**src/rtl/hs32_mem_arbiter_if.sv**
```systemverilog
// rtl/hs32_mem_arbiter_if.sv - req/ack memory channel shared by fetch, execute and memory ports
//
// One transaction channel. The side that starts a transaction uses the
// master modport; the side that answers it uses the slave modport.
//   req   master->slave  request / strobe, held until ack
//   rw    master->slave  1 = write, 0 = read
//   addr  master->slave  32-bit word address
//   dtw   master->slave  32-bit write data
//   ack   slave->master  transaction done
//   dtr   slave->master  32-bit read data
interface hs32_mem_arbiter_if;
  logic        req;
  logic        rw;
  logic [31:0] addr;
  logic [31:0] dtw;
  logic        ack;
  logic [31:0] dtr;

  modport master (output req, rw, addr, dtw, input  ack, dtr);
  modport slave  (input  req, rw, addr, dtw, output ack, dtr);
endinterface

```
**src/rtl/hs32_mem_arbiter.sv**
```systemverilog
// rtl/hs32_mem_arbiter.sv - two-requester arbiter for the single 32-bit memory port
//
// Serialises fetch (read-only) and execute (load/store) requests onto one
// memory port, one strobe/ack transaction at a time: IDLE -> BUSY -> DONE.
// Macro HS32_ARB_RR_EN selects round-robin arbitration; without it execute
// always wins over fetch.
// Ports:
//   clk      system clock, posedge
//   reset_n  asynchronous active-low reset
//   flush    pipeline flush, cancels fetch requests/transactions
//   err      one-cycle pulse when a memory cycle is aborted by timeout
//   f_bus    fetch requester (slave side; rw/dtw ignored, always a read)
//   x_bus    execute requester (slave side)
//   m_bus    memory port (master side; req is the memory strobe)
// Parameters:
//   TIMEOUT  BUSY cycles without memory ack before abort, 0 disables
//   TW       timeout counter width, must hold TIMEOUT
module hs32_mem_arbiter #(
  parameter int unsigned TIMEOUT = 255,
  parameter int unsigned TW      = 8
) (
  input  logic                   clk,
  input  logic                   reset_n,
  input  logic                   flush,
  output logic                   err,
  hs32_mem_arbiter_if.slave      f_bus,
  hs32_mem_arbiter_if.slave      x_bus,
  hs32_mem_arbiter_if.master     m_bus
);

  typedef enum logic [1:0] {
    ST_IDLE = 2'd0,
    ST_BUSY = 2'd1,
    ST_DONE = 2'd2
  } state_t;

  localparam logic GNT_F = 1'b0;
  localparam logic GNT_X = 1'b1;

  // Abort fires on the BUSY cycle whose increment would reach TIMEOUT.
  localparam int unsigned   TO_LAST_I = (TIMEOUT == 0) ? 0 : TIMEOUT - 1;
  localparam logic [TW-1:0] TO_LAST   = TW'(TO_LAST_I);

  state_t        state_q, state_d;
  logic          grant_q, grant_d;
  logic          flushed_q, flushed_d;
  logic          m_stb_q, m_stb_d;
  logic          m_rw_q, m_rw_d;
  logic [31:0]   m_addr_q, m_addr_d;
  logic [31:0]   m_dtw_q, m_dtw_d;
  logic          f_ack_q, f_ack_d;
  logic          x_ack_q, x_ack_d;
  logic [31:0]   f_dtr_q, f_dtr_d;
  logic [31:0]   x_dtr_q, x_dtr_d;
  logic          err_q, err_d;
  logic [TW-1:0] cnt_q, cnt_d;
`ifdef HS32_ARB_RR_EN
  logic          rr_q, rr_d;
`endif

  logic f_ok;
  logic x_ok;
  logic pick_x;
  logic fetch_cancel;

  // The fetch port is read-only; its rw/dtw lines carry nothing we use.
  logic unused_fetch;
  assign unused_fetch = ^{f_bus.rw, f_bus.dtw};

  assign f_ok = f_bus.req & ~flush;
  assign x_ok = x_bus.req;

`ifdef HS32_ARB_RR_EN
  // On a tie the requester that did not win last time gets the port.
  assign pick_x = (x_ok && f_ok) ? (rr_q == GNT_F) : x_ok;
`else
  assign pick_x = x_ok;
`endif

  // A flush seen at any point of a fetch cycle cancels its ack, even if
  // flush has dropped again by the time memory answers.
  assign fetch_cancel = flushed_q | flush;

  always_comb begin
    state_d   = state_q;
    grant_d   = grant_q;
    flushed_d = flushed_q;
    m_stb_d   = m_stb_q;
    m_rw_d    = m_rw_q;
    m_addr_d  = m_addr_q;
    m_dtw_d   = m_dtw_q;
    f_dtr_d   = f_dtr_q;
    x_dtr_d   = x_dtr_q;
    cnt_d     = cnt_q;
    f_ack_d   = 1'b0;
    x_ack_d   = 1'b0;
    err_d     = 1'b0;
`ifdef HS32_ARB_RR_EN
    rr_d      = rr_q;
`endif

    case (state_q)
      ST_IDLE: begin
        flushed_d = 1'b0;
        cnt_d     = '0;
        if (x_ok || f_ok) begin
          state_d = ST_BUSY;
          m_stb_d = 1'b1;
          if (pick_x) begin
            grant_d  = GNT_X;
            m_addr_d = x_bus.addr;
            m_rw_d   = x_bus.rw;
            m_dtw_d  = x_bus.dtw;
          end else begin
            grant_d  = GNT_F;
            m_addr_d = f_bus.addr;
            m_rw_d   = 1'b0;
            m_dtw_d  = '0;
          end
`ifdef HS32_ARB_RR_EN
          rr_d = pick_x ? GNT_X : GNT_F;
`endif
        end
      end

      ST_BUSY: begin
        if (grant_q == GNT_F && flush) begin
          flushed_d = 1'b1;
        end
        if (m_bus.ack) begin
          state_d = ST_DONE;
          m_stb_d = 1'b0;
          cnt_d   = '0;
          if (grant_q == GNT_X) begin
            if (!m_rw_q) begin
              x_dtr_d = m_bus.dtr;
            end
            x_ack_d = 1'b1;
          end else if (!fetch_cancel) begin
            f_dtr_d = m_bus.dtr;
            f_ack_d = 1'b1;
          end
        end else if (TIMEOUT != 0) begin
          if (cnt_q == TO_LAST) begin
            // Abort silently: the requester retries or gets flushed.
            state_d = ST_IDLE;
            m_stb_d = 1'b0;
            err_d   = 1'b1;
            cnt_d   = '0;
          end else begin
            cnt_d = cnt_q + TW'(1);
          end
        end
      end

      ST_DONE: begin
        // The ack pulse was registered on entry, so it is high for exactly
        // this cycle.
        state_d   = ST_IDLE;
        cnt_d     = '0;
        flushed_d = 1'b0;
      end

      default: begin
        state_d = ST_IDLE;
        m_stb_d = 1'b0;
      end
    endcase
  end

  always_ff @(posedge clk or negedge reset_n) begin
    if (!reset_n) begin
      state_q   <= ST_IDLE;
      grant_q   <= GNT_F;
      flushed_q <= 1'b0;
      m_stb_q   <= 1'b0;
      m_rw_q    <= 1'b0;
      m_addr_q  <= '0;
      m_dtw_q   <= '0;
      f_ack_q   <= 1'b0;
      x_ack_q   <= 1'b0;
      f_dtr_q   <= '0;
      x_dtr_q   <= '0;
      err_q     <= 1'b0;
      cnt_q     <= '0;
`ifdef HS32_ARB_RR_EN
      rr_q      <= GNT_F;
`endif
    end else begin
      state_q   <= state_d;
      grant_q   <= grant_d;
      flushed_q <= flushed_d;
      m_stb_q   <= m_stb_d;
      m_rw_q    <= m_rw_d;
      m_addr_q  <= m_addr_d;
      m_dtw_q   <= m_dtw_d;
      f_ack_q   <= f_ack_d;
      x_ack_q   <= x_ack_d;
      f_dtr_q   <= f_dtr_d;
      x_dtr_q   <= x_dtr_d;
      err_q     <= err_d;
      cnt_q     <= cnt_d;
`ifdef HS32_ARB_RR_EN
      rr_q      <= rr_d;
`endif
    end
  end

  assign m_bus.req  = m_stb_q;
  assign m_bus.rw   = m_rw_q;
  assign m_bus.addr = m_addr_q;
  assign m_bus.dtw  = m_dtw_q;
  assign f_bus.ack  = f_ack_q;
  assign f_bus.dtr  = f_dtr_q;
  assign x_bus.ack  = x_ack_q;
  assign x_bus.dtr  = x_dtr_q;
  assign err        = err_q;

endmodule

```
**src/flat_wrapper.sv**
```systemverilog
// flat-port wrapper written by rule: the top's interface ports become plain ports
module hs32_mem_arbiter_flat 
#(
  parameter int unsigned TIMEOUT = 255,
  parameter int unsigned TW      = 8
)
  (clk, reset_n, flush, err, f_bus_req, f_bus_rw, f_bus_addr, f_bus_dtw, f_bus_ack, f_bus_dtr, x_bus_req, x_bus_rw, x_bus_addr, x_bus_dtw, x_bus_ack, x_bus_dtr, m_bus_req, m_bus_rw, m_bus_addr, m_bus_dtw, m_bus_ack, m_bus_dtr);
  hs32_mem_arbiter_if f_bus_i ();
  hs32_mem_arbiter_if x_bus_i ();
  hs32_mem_arbiter_if m_bus_i ();
  input  logic clk;
  input  logic reset_n;
  input  logic flush;
  output logic err;
  input wire logic [$bits(f_bus_i.req)-1:0] f_bus_req;
  input wire logic [$bits(f_bus_i.rw)-1:0] f_bus_rw;
  input wire logic [$bits(f_bus_i.addr)-1:0] f_bus_addr;
  input wire logic [$bits(f_bus_i.dtw)-1:0] f_bus_dtw;
  output wire logic [$bits(f_bus_i.ack)-1:0] f_bus_ack;
  output wire logic [$bits(f_bus_i.dtr)-1:0] f_bus_dtr;
  input wire logic [$bits(x_bus_i.req)-1:0] x_bus_req;
  input wire logic [$bits(x_bus_i.rw)-1:0] x_bus_rw;
  input wire logic [$bits(x_bus_i.addr)-1:0] x_bus_addr;
  input wire logic [$bits(x_bus_i.dtw)-1:0] x_bus_dtw;
  output wire logic [$bits(x_bus_i.ack)-1:0] x_bus_ack;
  output wire logic [$bits(x_bus_i.dtr)-1:0] x_bus_dtr;
  output wire logic [$bits(m_bus_i.req)-1:0] m_bus_req;
  output wire logic [$bits(m_bus_i.rw)-1:0] m_bus_rw;
  output wire logic [$bits(m_bus_i.addr)-1:0] m_bus_addr;
  output wire logic [$bits(m_bus_i.dtw)-1:0] m_bus_dtw;
  input wire logic [$bits(m_bus_i.ack)-1:0] m_bus_ack;
  input wire logic [$bits(m_bus_i.dtr)-1:0] m_bus_dtr;
  assign f_bus_i.req = f_bus_req;
  assign f_bus_i.rw = f_bus_rw;
  assign f_bus_i.addr = f_bus_addr;
  assign f_bus_i.dtw = f_bus_dtw;
  assign f_bus_ack = f_bus_i.ack;
  assign f_bus_dtr = f_bus_i.dtr;
  assign x_bus_i.req = x_bus_req;
  assign x_bus_i.rw = x_bus_rw;
  assign x_bus_i.addr = x_bus_addr;
  assign x_bus_i.dtw = x_bus_dtw;
  assign x_bus_ack = x_bus_i.ack;
  assign x_bus_dtr = x_bus_i.dtr;
  assign m_bus_req = m_bus_i.req;
  assign m_bus_rw = m_bus_i.rw;
  assign m_bus_addr = m_bus_i.addr;
  assign m_bus_dtw = m_bus_i.dtw;
  assign m_bus_i.ack = m_bus_ack;
  assign m_bus_i.dtr = m_bus_dtr;
  hs32_mem_arbiter #(.TIMEOUT(TIMEOUT), .TW(TW)) u_core (.clk(clk), .reset_n(reset_n), .flush(flush), .err(err), .f_bus(f_bus_i), .x_bus(x_bus_i), .m_bus(m_bus_i));
endmodule
```
**config.mk**
```make
export PLATFORM = sky130hd
export DESIGN_NAME = hs32_mem_arbiter_flat
export DESIGN_NICKNAME = d
export VERILOG_FILES = /design/src/rtl/hs32_mem_arbiter_if.sv /design/src/rtl/hs32_mem_arbiter.sv /design/src/flat_wrapper.sv
export SDC_FILE = /design/constraint.sdc
export NUM_CORES = 1
export LEC_CHECK = 0
export CAP_MARGIN = 10
export CORE_ASPECT_RATIO = 0.5
export CORE_MARGIN = 4
export CORE_UTILIZATION = 40
export DETAILED_ROUTE_END_ITERATION = 10
export HOLD_SLACK_MARGIN = 0.06
export PLACE_DENSITY = 0.81
export SLEW_MARGIN = 20
export SYNTH_ARGS = -nofsm -noshare
export SYNTH_HDL_FRONTEND = slang
export SYNTH_SLANG_ARGS = --single-unit
```
**constraint.sdc**
```tcl
create_clock -name clk -period 3.63 [get_ports clk]
set_clock_uncertainty 0.15 [all_clocks]
set_input_delay 0.363 -clock clk [delete_from_list [all_inputs] [get_ports clk]]
set_output_delay 0.363 -clock clk [all_outputs]
set_load 0.05 [all_outputs]
```
==> impl_metrics.json <==
{
  "status": "finished, final reports clean",
  "globalplace.congestion": 0.815,
  "synth_edf_count": 0,
  "hold_depth": 2,
  "first_pass_iters": 4,
  "end_kind": "register",
  "yosysUniqueCellTypes": 35,
  "synth_top_area_share_pct": 61.9,
  "p_int_mw": 5.42,
  "rr_worst_depth": 5,
  "die_y_um": 93.6,
  "start_kind": "register",
  "period_share_pct": 63.5,
  "cp.required_ps": 3770,
  "fp.dieW_um": 179,
  "gr-total-overflow": 0,
  "grt_max_degree": 92,
  "routed_wirelength_um": 15800,
  "synthCells": 423,
  "grt_first_pass_wirelength_um": 24700,
  "period_needed_ps": 2300,
  "htreeDepth": 4,
  "combPwrFrac_pct": 54.1,
  "fmax_ghz": 0.434,
  "critPathArrivalTime_ps": 2440,
  "path_class": "register to register",
  "yosysWarningCount": 0,
  "vias": 4415,
  "io_pins": 301,
  "dp_cells": 861,
  "rsz0062_at_grt": "no",
  "tightest_slew_ps": 816,
  "cts.sinks": 145,
  "ant_nets": 0,
  "worstPathMaxFanout": 19,
  "cts_root_buffer": "clkbuf_16",
  "cts_tree": "done",
  "p_leak_nw": 4.12,
  "synth_seq_area_share_pct": 61.9,
  "sw_frac_of_total_pct": 45.6,
  "synth_flop_cell": "dfrtp_1",
  "die-area_mm2": 0.0168,
  "ys_top_cells_by_area": "dfrtp_1 62%, mux2_4 7.7%, mux2_2 6.5%, mux2i_1 5.5%, a22o_1 4.9%",
  "ir_worst_vdd_v": 0.000431,
  "pwr-share-seq_pct": 27.7,
  "syn2layout_area_growth_pct": 59.4,
  "fin_tns_setup_ps": 0,
  "multi_input_area_mm2": 0.00209,
  "drc": 0,
  "clkPwrFrac_pct": 18.2,
  "cts.path.max_buffers": 2,
  "ys_ff_latch": 145,
  "hpwlAfterDp_um": 11700,
  "yosysTopAreaCell": "dfrtp_1",
  "core_area_mm2": 0.0139,
  "hold_viol_final": 0,
  "max_cap_violations": 0,
  "via_per_inst": 4.94,
  "fin_nets": 859,
  "clk_pin_slew_ps": 60,
  "pwr_density_cell_mw_per_mm2": 1070,
  "synth_nets": 593,
  "antennaDiodeCount": 0,
  "grt_util_all_layers_pct": 18.6,
  "setup_viol": 0,
  "wire_per_inst_um": 17.7,
  "drive_gt1_share_pct": 15.5,
  "ys_async_sr_fraction_pct": 100,
  "num_rows": 30,
  "fillers": 1023,
  "cts_buffers": 17,
  "relSlewSlack_pct": 45.6,
  "port_buffers": 267,
  "synth_most_common_cell": "dfrtp_1",
  "grt_pass1_vias": 4681,
  "postSynthAreaPerCell_um2": 13.9,
  "hold_path_class": "register to register",
  "drv_slew": 0,
  "antenna_found_initial": 0,
  "p_sw_mw": 4.53,
  "clock_latency_ps": 400,
  "fin_cells": 894,
  "seqCellArea_mm2": 0.00363,
  "post-cts-setup-buffers": 0,
  "start_util_pct": 42.1,
  "netlist_area_mm2": 0.00586,
  "synth_common_cells": "145 x dfrtp_1, 41 x nand2_1, 37 x o21ai_0",
  "drt_iter0_markers": 253
}
[per-layer routing]
layer | track usage, % | wire length, um
met1 | 22.5 | 6300
met2 | 33.6 | 8500
met3 | 3.11 | 715
met4 | 6.78 | 308
met5 | 0 | 0
[power by group through the flow]
stage          clock network (mW)  registers, mW  logic, mW
4_1_cts                      1.86           2.76       5.43
6_report                     1.81           2.76       5.38
5_1_grt                      1.94           2.85       5.59
3_3_place_gp                    0           2.73       5.36
2_1_floorplan                   0           5.17       1.08
3_5_place_dp                    0           2.77       5.42
[state kept, by name, indices dropped and copies added, names as in the netlist]
register / cells
u_core.x_bus.dtr: 32
u_core.m_bus.addr: 32
u_core.m_bus.rw: 1
u_core.cnt_q: 8
u_core.state_q: 2
u_core.m_bus.dtw: 32
u_core.x_bus.ack: 1
u_core.f_bus.ack: 1
u_core.err: 1
u_core.grant_q: 1
u_core.flushed_q: 1
u_core.f_bus.dtr: 32
u_core.m_bus.req: 1
[layout make-up]
class / count / share of cell area [%]
clock buffers: 18 / 4.70
flip-flops and latches: 145 / 38.8
multi-input cells: 247 / 22.4
repair buffers: 275 / 29.5
clock inverters: 14 / 1.89
inverters: 3 / 0.121
well taps: 192 / 2.57
[repair_timing]
| item | 4_1_cts | 5_1_grt |
|---|---|---|
| resized for setup | 0 | 0 |
| hold buffers | 1 | 0 |
| hold endpoints to repair | 90 | 0 |
[final timing paths]
kind	endpoint	slack, ps	start
worst min register to register	u_core.m_bus.addr[15]	320	u_core.m_bus.addr[15]
worst max register to register	u_core.x_bus.dtr[28]	1330	u_core.state_q[1]
min in group asynchronous	u_core.f_bus.dtr[0]	470	reset_n
worst max-delay path	u_core.x_bus.dtr[28]	1330	u_core.state_q[1]
worst min-delay path	u_core.m_bus.addr[15]	320	u_core.m_bus.addr[15]
max in group asynchronous	u_core.m_bus.dtw[23]	2070	reset_n
[stage by stage]
step	hold WS [ps]	utilization (%)	instance area (um^2)	power [mW]	setup WS, ps
floorplan	-82.6	-	5860	6.25	1850
global placement	312	62.6	8720	8.09	1020
detailed placement	319	62.6	8720	8.19	997
CTS	315	67.1	9340	10.1	1300
global route	338	67.1	9340	10.4	1230
finish	324	67.1	9340	9.95	1330
[kinds of logic (layout without fill, tap and decap cells)]
| group | after synthesis | after routing | synth area share (%) |
|---|---|---|---|
| fa+ha+maj | 2 | 2 | 0.427 |
| simple gates | 65 | 65 | 5.21 |
| xor+xnor | 1 | 1 | 0.149 |
| compound gates | 83 | 83 | 9.99 |
| mux | 96 | 96 | 19.7 |
| flops | 145 | 145 | 61.9 |
| buf+inv | 31 | 310 | 2.63 |
[layout by cell type, fill, tap and decap left out, types with 2 or more instances in the layout]
cell,instances
a31oi_1,5
nor2_1,4
a41oi_1,2
buf_4,5
clkdlybuf4s50_1,265
ha_1,2
bufinv_16,3
o21ai_0,37
clkbuf_16,17
inv_6,6
clkinvlp_4,2
mux2_4,30
nand3_1,6
nand2_1,41
clkinv_2,2
inv_1,3
buf_12,2
mux2_2,34
mux2i_1,32
a21o_1,2
a22o_1,33
nor3b_1,2
and3_1,2
dfrtp_1,145
[critical path, cell delays in order (launching register included)]
cell,delay (ps)
dfrtp_1,460
and3b_1,280
and2_4,150
nor2b_4,530
buf_12,280
mux2_4,320
(Power assumes the default switching activity.)
